<file path="src/rtl/scan_integ_pkg.sv">
// Shared types and helpers for the scan TDO integrity checker: FSM state,
// default CRC constants, and a width-agnostic serial CRC step.
`timescale 1ns/1ps
package scan_integ_pkg;

    typedef enum logic [1:0] {
        IDLE = 2'd0,
        DATA = 2'd1,
        TAG  = 2'd2
    } state_t;

    localparam logic [31:0] DEF_CRC_POLY = 32'h04C11DB7;
    localparam logic [31:0] DEF_CRC_INIT = 32'hFFFFFFFF;

    // CRC words are carried left-justified in this width so one step
    // function serves every CRC_W up to CRC_MAX_W.
    localparam int CRC_MAX_W = 64;
    typedef logic [CRC_MAX_W-1:0] crc_word_t;

    // One MSB-first, non-reflected CRC step on left-justified crc/poly.
    function automatic crc_word_t crc_step(input crc_word_t crc, input logic din,
                                           input crc_word_t poly);
        logic fb;
        fb = crc[CRC_MAX_W-1] ^ din;
        return (crc << 1) ^ (fb ? poly : '0);
    endfunction

    // Counter must index both the payload and the tag.
    function automatic int bit_cnt_width(input int frame_bits, input int crc_w);
        int m;
        m = (frame_bits > crc_w) ? frame_bits : crc_w;
        return (m <= 2) ? 1 : $clog2(m);
    endfunction

endpackage

</file>
<file path="src/rtl/scan_crc_lfsr.sv">
// Serial CRC register: load reseeds with INIT, en folds in one bit; when both
// are set the bit is folded into the fresh seed.
`timescale 1ns/1ps
module scan_crc_lfsr
    import scan_integ_pkg::*;
#(
    parameter int             W    = 32,
    parameter logic [W-1:0]   POLY = W'(DEF_CRC_POLY),
    parameter logic [W-1:0]   INIT = W'(DEF_CRC_INIT)
) (
    input  logic         clk,
    input  logic         srst,
    input  logic         i_load,
    input  logic         i_en,
    input  logic         i_bit,
    output logic [W-1:0] o_crc
);
    localparam int        SH      = CRC_MAX_W - W;
    localparam crc_word_t POLY_LJ = CRC_MAX_W'(POLY) << SH;

    logic [W-1:0] r_crc;
    logic [W-1:0] w_base;
    crc_word_t    w_step;

    assign w_base = i_load ? INIT : r_crc;
    assign w_step = crc_step(CRC_MAX_W'(w_base) << SH, i_bit, POLY_LJ);

    always_ff @(posedge clk) begin
        if (srst) begin
            r_crc <= INIT;
        end else if (i_en) begin
            r_crc <= W'(w_step >> SH);
        end else if (i_load) begin
            r_crc <= INIT;
        end
    end

    assign o_crc = r_crc;
endmodule

</file>
<file path="config.mk">
export PLATFORM = sky130hd
export DESIGN_NAME = scan_crc_lfsr
export DESIGN_NICKNAME = d
export VERILOG_FILES = /design/src/rtl/scan_integ_pkg.sv /design/src/rtl/scan_crc_lfsr.sv
export SDC_FILE = /design/constraint.sdc
export NUM_CORES = 1
export LEC_CHECK = 0
export CAP_MARGIN = 0
export CORE_MARGIN = 8
export CORE_UTILIZATION = 40
export CTS_CLUSTER_DIAMETER = 150
export CTS_CLUSTER_SIZE = 12
export DETAILED_ROUTE_END_ITERATION = 6
export PLACE_DENSITY = 0.68
export SLEW_MARGIN = 30
export SYNTH_ARGS = -nofsm -noshare
export SYNTH_HDL_FRONTEND = slang
export SYNTH_SLANG_ARGS = --single-unit
</file>
<file path="constraint.sdc">
create_clock -name clk -period 1.4 [get_ports clk]
set_input_delay 0.28 -clock clk [delete_from_list [all_inputs] [get_ports clk]]
set_output_delay 0.28 -clock clk [all_outputs]
set_load 0.005 [all_outputs]
</file>
==> qor.yml <==
core_area_mm2: 0.00339
clock-sinks: 32
routedWlPerCell_um: 15.3
layout-drive-gt1-share_pct: 33.0
reg2reg_to: "o_crc[23]$_SDFF_PP1_"
hold_viol_final: 0
crit_buf_inv: 1
grtUsageTotal_pct: 15.3
clk_latency_ps: 330
crit_slowest_cell: "clkdlybuf4s50_1"
ant_nets: 0
die_y_um: 75.6
dp_cells: 241
grt_pass1_wl_um: 6600
ys_warn_count: 0
layout_common_cells: "dlygate4sd2_1, dfxtp_2, nor2_1"
gp_congestion: 0.780
initial_utilization_pct: 42.0
worstMarginPinSlew_ps: 410
grt_overflow: 0
antenna_found_initial: 0
reg2reg_slack_ps: 100
path_depth: 4
port_buffers: 36
reg2reg_from: "o_crc[31]$_SDFF_PP1_"
syn_nets: 163
status: "completed"
dpl_cell_area_mm2: 0.00187
max_slew_margin_pct: 72.6
worstRegToRegCells: 4
n_antenna_cell: 0
grt_max_degree: 18
crit_type: "in -> reg"
root_buffer: "clkbuf_4"
synth_top_area_share_pct: 45.0
cts-buffers-inserted: 5
setup_viol_count_final: 0
endpoint: "o_crc[22]$_SDFF_PP1_"
vias: 1417
cts_tree: "built"
fmax_ghz: 0.734
post-dp-hpwl_um: 2610
nNetsFinal: 222
ir_worst_vdd_uv: 533
worstPathMaxFanout: 13
holdCritPathClass: "reg -> reg"
rows: 21
finalWorstPathRequiredPeriod_ps: 1360
cts-htree-levels: 2
ys_seq_area_share_pct: 45.0
die_x_um: 75.6
yosysTopAreaCell: "dfxtp_1"
drt_iter0_markers: 154
yosys-top-cells-area: "dfxtp_1, mux2i_1, o32ai_1, nor2_1, nand2b_1"
via_per_inst: 5.37
mostFrequentLayoutCell: "dlygate4sd2_1"
end_kind: "flip-flop"
grt_pass1_vias: 1416
final_area_mm2: 0.00210
cap_violations: 0
hold_slack_ps: 481
fill_cells: 303
clk_path_buf_depth: 2
syn_area_mm2: 0.00142
crit_path_start_kind: "primary input"
cpLargestDelayFamily: "simple AND/OR/NAND/NOR gates"
period_share_pct: 97.3
pin_count: 37
crit_start: "i_en"
die_area_mm2: 0.00572
power.leakage_uw: 0.000756
final_cells: 264
cp_data_arrival_time_ps: 1570
syn_avg_cell_area_um2: 9.00
power-per-cell-area_mw_per_mm2: 822
yosysUniqueCellTypes: 20
drv_slew: 0
drc: 0
largest_register_ffs: 32
critical_path_required_ps: 1610
power.total_uw: 1730
ys_ff_latch: 32
clock-skew-final_ps: 6.34
drt-total-wl_um: 4050
max_stage_delay_ps: 530
syn-instance-count: 158
dr.pass1.iters: 4
syn2layout_area_growth_pct: 47.9
fin_tns_setup_ps: 0
clkTransAtPathRegs_ps: 80
crit_path_cell_trace: "clkdlybuf4s50_1 > or3_4 > o32ai_1 > nor2_1"
[cells by family (layout without fill, tap and decap cells)]
| kind of cell | after synthesis | in the layout | synth area share (%) |
|---|---|---|---|
| buffers and inverters | 13 | 73 | 5.19 |
| muxes | 18 | 18 | 12.7 |
| DFF | 32 | 32 | 45.0 |
| AOI/OAI and AO/OA | 16 | 16 | 9.59 |
| and+or+nand+nor | 78 | 78 | 26.9 |
| xor gates and xnor gates | 1 | 1 | 0.616 |
[layer usage]
| layer | global-route usage [%] | wire [um] | vias to the layer above |
|---|---|---|---|
| met5 | 0 | 0 | - |
| met4 | 6.18 | 54 | 0 |
| met3 | 6.18 | 262 | 8 |
| met2 | 25.9 | 1990 | 31 |
| met1 | 16.5 | 1740 | 696 |
| li1 | - | - | 682 |
[worst min-delay path, delay by kind of cell, from the launching register on]
kind | cells | cell delay (ps)
multiplexers | 1 | 60
flip-flops | 1 | 340
AND/OR/NAND/NOR | 1 | 50
[cell usage after synthesis]
library cell	instances
o211ai_1	1
clkbuf_1	2
mux2i_1	18
o32ai_1	13
xor2_1	1
nand2_1	18
nor2_1	28
nand2b_1	14
nor3_2	1
buf_6	1
o21a_1	1
buf_2	8
or3_4	1
nor4_1	13
dfxtp_1	32
nor4b_1	1
or2_1	1
nor3_1	1
a21o_1	1
buf_4	2
[final cells by class]
cell class                      count  area [um^2]  share of cell area, %
Multi-Input combinational cell    113          743                   35.3
Clock buffer                        8         58.8                   2.79
Timing Repair Buffer               65          563                   26.8
Tap cell                           46         57.6                   2.73
Sequential cell                    32          682                   32.4
[power by group]
part           switching, uW  internal, uW
sequential              16.6           938
combinational            123           114
clock                    291           247
total                    430          1300
[worst min-delay path by stage]
| stage | from | endpoint | cells after the start |
|---|---|---|---|
| after floorplan | srst | o_crc[0]$_SDFF_PP1_ | 1 |
| after global placement | o_crc[29]$_SDFF_PP1_ | o_crc[29]$_SDFF_PP1_ | 2 |
| after detailed placement | o_crc[13]$_SDFF_PP1_ | o_crc[13]$_SDFF_PP1_ | 2 |
| after CTS | o_crc[18]$_SDFF_PP1_ | o_crc[18]$_SDFF_PP1_ | 2 |
| after global routing | o_crc[29]$_SDFF_PP1_ | o_crc[30]$_SDFF_PP1_ | 2 |
| final | o_crc[18]$_SDFF_PP1_ | o_crc[18]$_SDFF_PP1_ | 2 |
[per-stage QoR]
step	utilization, %	setup slack, ps
final	62.1	38.3
after global routing	62.1	-1.67
after CTS	60.3	21.1
after detailed placement	55.2	-565
after global placement	55.2	-499
after floorplan	-	144
[what timing repair did]
item / 4_1_cts / 5_1_grt
endpoints found under the hold margin: 0 / 0
hold buffers: 0 / 0
pin swaps: 0 / 1
gates cloned: 0 / 0
buffers inserted: 12 / 3
endpoints found under the setup margin: 45 / 15
gates resized for setup: 69 / 5
Power figures use the tool's default switching activity.
